--- src/rtl/ir_key_event_queue.sv ---
// IR key event queue: validates decoded NEC frames, maps the key byte to a game
// command, tags hold-repeats and buffers events in a first-word-fall-through FIFO.
// Everything runs on clk; ir_data_ready is treated as an asynchronous level.
module ir_key_event_queue #(
  parameter bit               ADDR_CHECK  = 1'b1,
  parameter logic [15:0]      CUSTOM_CODE = 16'h6B86,
  parameter int unsigned      FIFO_AW     = 2,
  parameter int unsigned      CNT_W       = 24,
  parameter int unsigned      HOLD_CYCLES = 6_750_000,
  parameter bit               REPEAT_EN   = 1'b1,
  parameter logic [7:0]       KC_LEFT     = 8'h04,
  parameter logic [7:0]       KC_RIGHT    = 8'h06,
  parameter logic [7:0]       KC_SPIN     = 8'h02,
  parameter logic [7:0]       KC_DOWN     = 8'h08,
  parameter logic [7:0]       KC_DROP     = 8'h05
) (
  input  logic        clk,
  input  logic        rst,
  input  logic        ir_data_ready,
  input  logic [31:0] ir_data,
  input  logic        evt_rd,
  output logic        evt_valid,
  output logic [2:0]  evt_key,
  output logic        evt_repeat,
  output logic        frame_err,
  output logic        overflow
);

  localparam int unsigned Depth = 2 ** FIFO_AW;
  localparam logic [FIFO_AW:0]   CountFull = (FIFO_AW + 1)'(Depth);
  localparam logic [CNT_W-1:0]   HoldMax   = CNT_W'(HOLD_CYCLES);

  localparam logic [2:0] KeyNone  = 3'd0;
  localparam logic [2:0] KeyLeft  = 3'd1;
  localparam logic [2:0] KeyRight = 3'd2;
  localparam logic [2:0] KeyDown  = 3'd3;
  localparam logic [2:0] KeyDrop  = 3'd4;
  localparam logic [2:0] KeySpin  = 3'd5;

  localparam logic [1:0] StIdle  = 2'd0;
  localparam logic [1:0] StCheck = 2'd1;
  localparam logic [1:0] StPush  = 2'd2;

  logic [1:0]         sync_q;
  logic               prev_q;
  logic               rise;
  logic [1:0]         state_q, state_d;
  logic [31:0]        frame_q;
  logic               bad;
  logic [2:0]         mapped;
  logic               rep;
  logic [2:0]         mapped_q;
  logic               rep_q;
  logic               frame_err_q;
  logic [2:0]         last_key_q;
  logic [CNT_W-1:0]   hold_cnt_q;
  logic               key_upd;
  logic               push_req;
  logic               do_push;
  logic               do_pop;
  logic               full;
  logic [3:0]         mem [Depth];
  logic [FIFO_AW-1:0] wptr_q, rptr_q;
  logic [FIFO_AW:0]   count_q;
  logic               overflow_q;

  assign rise = sync_q[1] & ~prev_q;

  // Two-flop synchroniser plus edge-detect history.
  always_ff @(posedge clk or negedge rst) begin
    if (!rst) begin
      sync_q <= 2'b00;
      prev_q <= 1'b0;
    end else begin
      sync_q <= {sync_q[0], ir_data_ready};
      prev_q <= sync_q[1];
    end
  end

  // Frame validation and key mapping on the captured frame.
  always_comb begin
    bad = (frame_q[23:16] != ~frame_q[31:24]) |
          (ADDR_CHECK && (frame_q[15:0] != CUSTOM_CODE));
    if      (frame_q[23:16] == KC_LEFT)  mapped = KeyLeft;
    else if (frame_q[23:16] == KC_RIGHT) mapped = KeyRight;
    else if (frame_q[23:16] == KC_DOWN)  mapped = KeyDown;
    else if (frame_q[23:16] == KC_DROP)  mapped = KeyDrop;
    else if (frame_q[23:16] == KC_SPIN)  mapped = KeySpin;
    else                                 mapped = KeyNone;
    rep = (mapped == last_key_q) && (hold_cnt_q < HoldMax);
  end

  // FSM next state: one cycle each in CHECK and PUSH; rises outside IDLE are ignored.
  always_comb begin
    state_d = state_q;
    unique case (state_q)
      StIdle:  if (rise) state_d = StCheck;
      StCheck: state_d = bad ? StIdle : StPush;
      StPush:  state_d = StIdle;
      default: state_d = StIdle;
    endcase
  end

  assign key_upd  = (state_q == StPush) && (mapped_q != KeyNone);
  assign push_req = key_upd && (!rep_q || REPEAT_EN);
  assign full     = (count_q == CountFull);
  assign do_pop   = evt_rd && (count_q != '0);
  assign do_push  = push_req && (!full || do_pop);

  // FSM state, frame capture, check results, repeat tracking.
  always_ff @(posedge clk or negedge rst) begin
    if (!rst) begin
      state_q     <= StIdle;
      frame_q     <= '0;
      mapped_q    <= KeyNone;
      rep_q       <= 1'b0;
      frame_err_q <= 1'b0;
      last_key_q  <= KeyNone;
      hold_cnt_q  <= HoldMax;
    end else begin
      state_q     <= state_d;
      frame_err_q <= (state_q == StCheck) && bad;
      if ((state_q == StIdle) && rise) frame_q <= ir_data;
      if ((state_q == StCheck) && !bad) begin
        mapped_q <= mapped;
        rep_q    <= rep;
      end
      if (key_upd) begin
        last_key_q <= mapped_q;
        hold_cnt_q <= '0;
      end else if (hold_cnt_q < HoldMax) begin
        hold_cnt_q <= hold_cnt_q + 1'b1;
      end
    end
  end

  // FIFO storage; contents are don't-care until the count marks them valid.
  always_ff @(posedge clk) begin
    if (do_push) mem[wptr_q] <= {mapped_q, rep_q};
  end

  // FIFO pointers, occupancy and sticky overflow flag.
  always_ff @(posedge clk or negedge rst) begin
    if (!rst) begin
      wptr_q     <= '0;
      rptr_q     <= '0;
      count_q    <= '0;
      overflow_q <= 1'b0;
    end else begin
      if (do_push) wptr_q <= wptr_q + 1'b1;
      if (do_pop)  rptr_q <= rptr_q + 1'b1;
      if (do_push && !do_pop)      count_q <= count_q + 1'b1;
      else if (!do_push && do_pop) count_q <= count_q - 1'b1;
      if (push_req && full && !do_pop) overflow_q <= 1'b1;
    end
  end

  // Head entry drives the outputs; zero while empty.
  always_comb begin
    evt_valid  = (count_q != '0);
    evt_key    = evt_valid ? mem[rptr_q][3:1] : KeyNone;
    evt_repeat = evt_valid ? mem[rptr_q][0] : 1'b0;
    frame_err  = frame_err_q;
    overflow   = overflow_q;
  end

endmodule

--- config.mk ---
export PLATFORM = sky130hd
export DESIGN_NAME = ir_key_event_queue
export DESIGN_NICKNAME = d
export VERILOG_FILES = /design/src/rtl/ir_key_event_queue.sv
export SDC_FILE = /design/constraint.sdc
export NUM_CORES = 1
export LEC_CHECK = 0
export CORE_ASPECT_RATIO = 1.25
export CORE_MARGIN = 1.5
export CORE_UTILIZATION = 50
export DETAILED_ROUTE_END_ITERATION = 10
export PLACE_DENSITY_LB_ADDON = 0.08
export SLEW_MARGIN = 20
export SYNTH_ARGS = -nofsm -noshare
export SYNTH_HDL_FRONTEND = slang
export SYNTH_SLANG_ARGS = --single-unit
--- constraint.sdc ---
create_clock -name clk -period 2.5 [get_ports clk]
set_input_delay 0.25 -clock clk [delete_from_list [all_inputs] [get_ports clk]]
set_output_delay 0.25 -clock clk [all_outputs]
set_load 0.02 [all_outputs]
==> results of run 1 <==
==> logic make-up after synthesis <==
logic type	count (synthesis)	share of synthesized area (%)
AO/OA/AOI/OAI	63	8.84
XOR/XNOR	19	3.82
adder cells (fa/ha/maj)	7	2.18
buffers and inverters	25	2.47
flip-flops	93	55.6
multiplexers	40	11.6
AND/OR/NAND/NOR	101	15.5
==> worst max-delay path: stages, from the launching register on <==
cell and delay [ns]:
dfrtp_1 0.55, mux4_2 0.54, and2_1 0.17, clkdlybuf4s50_1 0.54
==> worst paths after layout <==
check,to,startpoint,slack (ns),cells past startpoint
worst max-delay path,evt_key[2],rptr_q[0],0.09,3
max in group asynchronous,frame_q[27],rst,1.84,1
worst max register to register,hold_cnt_q[12],hold_cnt_q[16],0.32,5
min in group clk,sync_q[0],ir_data_ready,0.34,1
worst min-delay path,hold_cnt_q[23],rst,0.05,1
worst min register to register,sync_q[1],sync_q[0],0.35,0
==> cell type report <==
class | count | area (µm²)
fill | 681 | 3250
sequential | 93 | 2420
multi-input combinational | 230 | 1840
timing repair buffer | 47 | 455
clock buffer | 10 | 128
tap | 97 | 121
clock inverter | 6 | 68.8
inverter | 13 | 48.8
==> state kept, by name (all words and copies together) (netlist names), 3 cells and up <==
signal	cells
count_q	3
mapped_q	3
frame_q	32
last_key_q	3
mem	16
hold_cnt_q	24
==> per-layer routing <==
layer | wire [µm] | vias to the layer above | track usage [%]
met5 | 0 | - | 0
met4 | 129 | 0 | 8.87
met3 | 191 | 13 | 2.99
met2 | 3690 | 41 | 30.1
met1 | 3420 | 1363 | 23.1
li1 | - | 1364 | -
==> metrics by stage <==
stage / cells / utilization (%)
2_1_floorplan: 348 / -
3_3_place_gp: 480 / 58.6
3_5_place_dp: 480 / 58.6
4_1_cts: 496 / 61.0
5_1_grt: 496 / 61.0
6_report: 496 / 61.0
==> synth_stat cells, types with 3 or more instances <==
| cell type | number |
|---|---|
| nand2_1 | 20 |
| dfrtp_1 | 63 |
| or4_1 | 7 |
| a21oi_1 | 20 |
| or3_1 | 13 |
| o21ai_1 | 11 |
| clkbuf_1 | 6 |
| and2_1 | 8 |
| mux2_4 | 3 |
| dfstp_2 | 14 |
| a21o_1 | 3 |
| xor2_1 | 11 |
| edfxtp_1 | 16 |
| nand3_1 | 6 |
| buf_2 | 5 |
| inv_1 | 13 |
| mux4_2 | 4 |
| xnor2_1 | 8 |
| mux2_1 | 13 |
| mux2_2 | 18 |
| nand4_1 | 4 |
| ha_1 | 6 |
| nor2_1 | 14 |
| o21ai_0 | 9 |
| o31ai_1 | 8 |
==> power groups by stage <==
| stage | logic (W) | registers (W) | clock network, W |
|---|---|---|---|
| after CTS | 0.000451 | 0.00183 | 0.00104 |
| after global placement | 0.000433 | 0.00185 | 0 |
| after floorplan | 0.000356 | 0.00179 | 0 |
| after detailed placement | 0.000446 | 0.00186 | 0 |
| after global routing | 0.000496 | 0.00185 | 0.00109 |
| final | 0.000441 | 0.00183 | 0.00101 |
==> impl_metrics.csv, run 1 <==
group,metric,value,unit
run_status,outcome,"complete, no violations",
run,maxCapViolCount,0,
global_route,grt_pass1_vias,2845,
floorplanning,die_y,107,µm
floorplanning,ios,43,
routing,vias,2781,
timing,fin_crit_sh,96.4,%
yosys,synth_nets,391,
clock_network,cts_tree,"built",
routing,drc_errors,0,
timing,fin_crit,2.41,ns
floorplanning,die_area,9290,µm²
power,cell_internal_pwr,0.00241,W
yosys,ys_warn_count,0,
floorplanning,core,8330,µm²
global_route,grt_first_pass_wirelength,13100,µm
power,clockPowerShare,30.7,%
yosys,ys_seq_elements,93,
floorplanning,die_w,86.5,µm
finish,antenna-diode-count,0,
timing,layout_setup_ws,0.0905,ns
clock_network,cts_resized,0,
power,total_power,0.00327,W
floorplanning,rows,37,
finish,mostFrequentLayoutCells,"63 x dfrtp_1, 41 x clkdlybuf4s50_1, 20 x nand2_1, 20 x a21oi_1, 18 x mux2_2",
yosys,synth_top_cell_area_share,36.2,%
routing,ant_nets,0,
yosys,synth_area,4360,µm²
timing,final_hold_viol_count,0,
global_route,antenna_found_initial,0,
finish,fin_nets,437,
power,max-vdd-ir-drop,0.000420,V
worst_setup_path,crit_type,"reg -> out",
yosys,yosysUniqueCellTypes,63,
worst_setup_path,required,2.25,ns
global_route,overflow,0,
timing,rsz0062_at_grt,"false",
timing,setup_viol,0,
finish,final_area,5080,µm²
yosys,async_reset_ff_share,82.8,%
clock_network,clock_sinks,93,
power,sequentialPowerShare,55.8,%
routing,drtIter0Drc,101,
routing,via_per_inst,5.61,
yosys,synth_seq_area_share,55.6,%
placed_design,pre_cts_ws,0.230,ns
timing,slew_viol_final,0,
global_route,grt_max_degree,78,
power,power_leakage,2.02,nW
clock_network,clk_pin_slew,0.10,ns
power,p_sw,0.000859,W
worst_setup_path,end_kind,"output port",
clock_network,cts_hold_buf,0,
clock_network,worstSkewPairLatency,0.36,ns
placed_design,portBuffers,42,
yosys,synth_area_leader_cell,"dfrtp_1",
power,power_frac_comb,13.5,%
clock_network,htree_levels,3,
yosys,synth_edf_count,16,
clock_network,cts-root-buf,"clkbuf_8",
routing,first_pass_iters,6,
placed_design,post_dp_cell_area,4890,µm²
routing,wl,7430,µm
power,netSwitchingFraction,26.2,%
clock_network,cts_buffers,9,
yosys,synth.area.top_cells,"dfrtp_1 36%, edfxtp_1 11%, dfstp_2 8.4%, mux2_2 4.6%, mux2_1 3.4%",
timing,worst_pin_slew,0.965,ns
clock_network,post_cts_buffers,0,
timing,fmaxAchievable,415,MHz
placed_design,dp_hpwl,5070,µm
timing,fin_tns_setup,0,ns
placed_design,gp_congestion,0.741,
yosys,avgSynthCellArea,12.5,µm²
finish,area_delta_synth_final,16.6,%
floorplanning,initial_core_util,52.3,%
worst_setup_path,path_max_fanout,6,
routing,wl_per_cell,15.0,µm
power,power-per-cell-area,644,nW/µm²
timing,relSlewSlack,35.7,%
finish,final_common_cell,"dfrtp_1",
global_route,grt_usage,18.2,%
timing,holdWs,0.0450,ns
yosys,synthCells,348,
timing,skew,0.0142,ns
clock_network,cts_buffer_depth,2,
worst_hold_path,hp-class,"in -> async",
worst_setup_path,start_kind,"flip-flop",
worst_setup_path,crit_arrival,2.16,ns
finish,final_layout_size_suffix_gt1_share,18.8,%
yosys,synth_ff_type,"dfrtp_1",
Power figures use the tool's default switching activity.
==> inputs of run 2 (changes only) <==
Settings changed: CTS_CLUSTER_DIAMETER set to 200.
==> results of run 2 <==
Same layout as run 1: the final DEF is identical, and so are final timing and power.
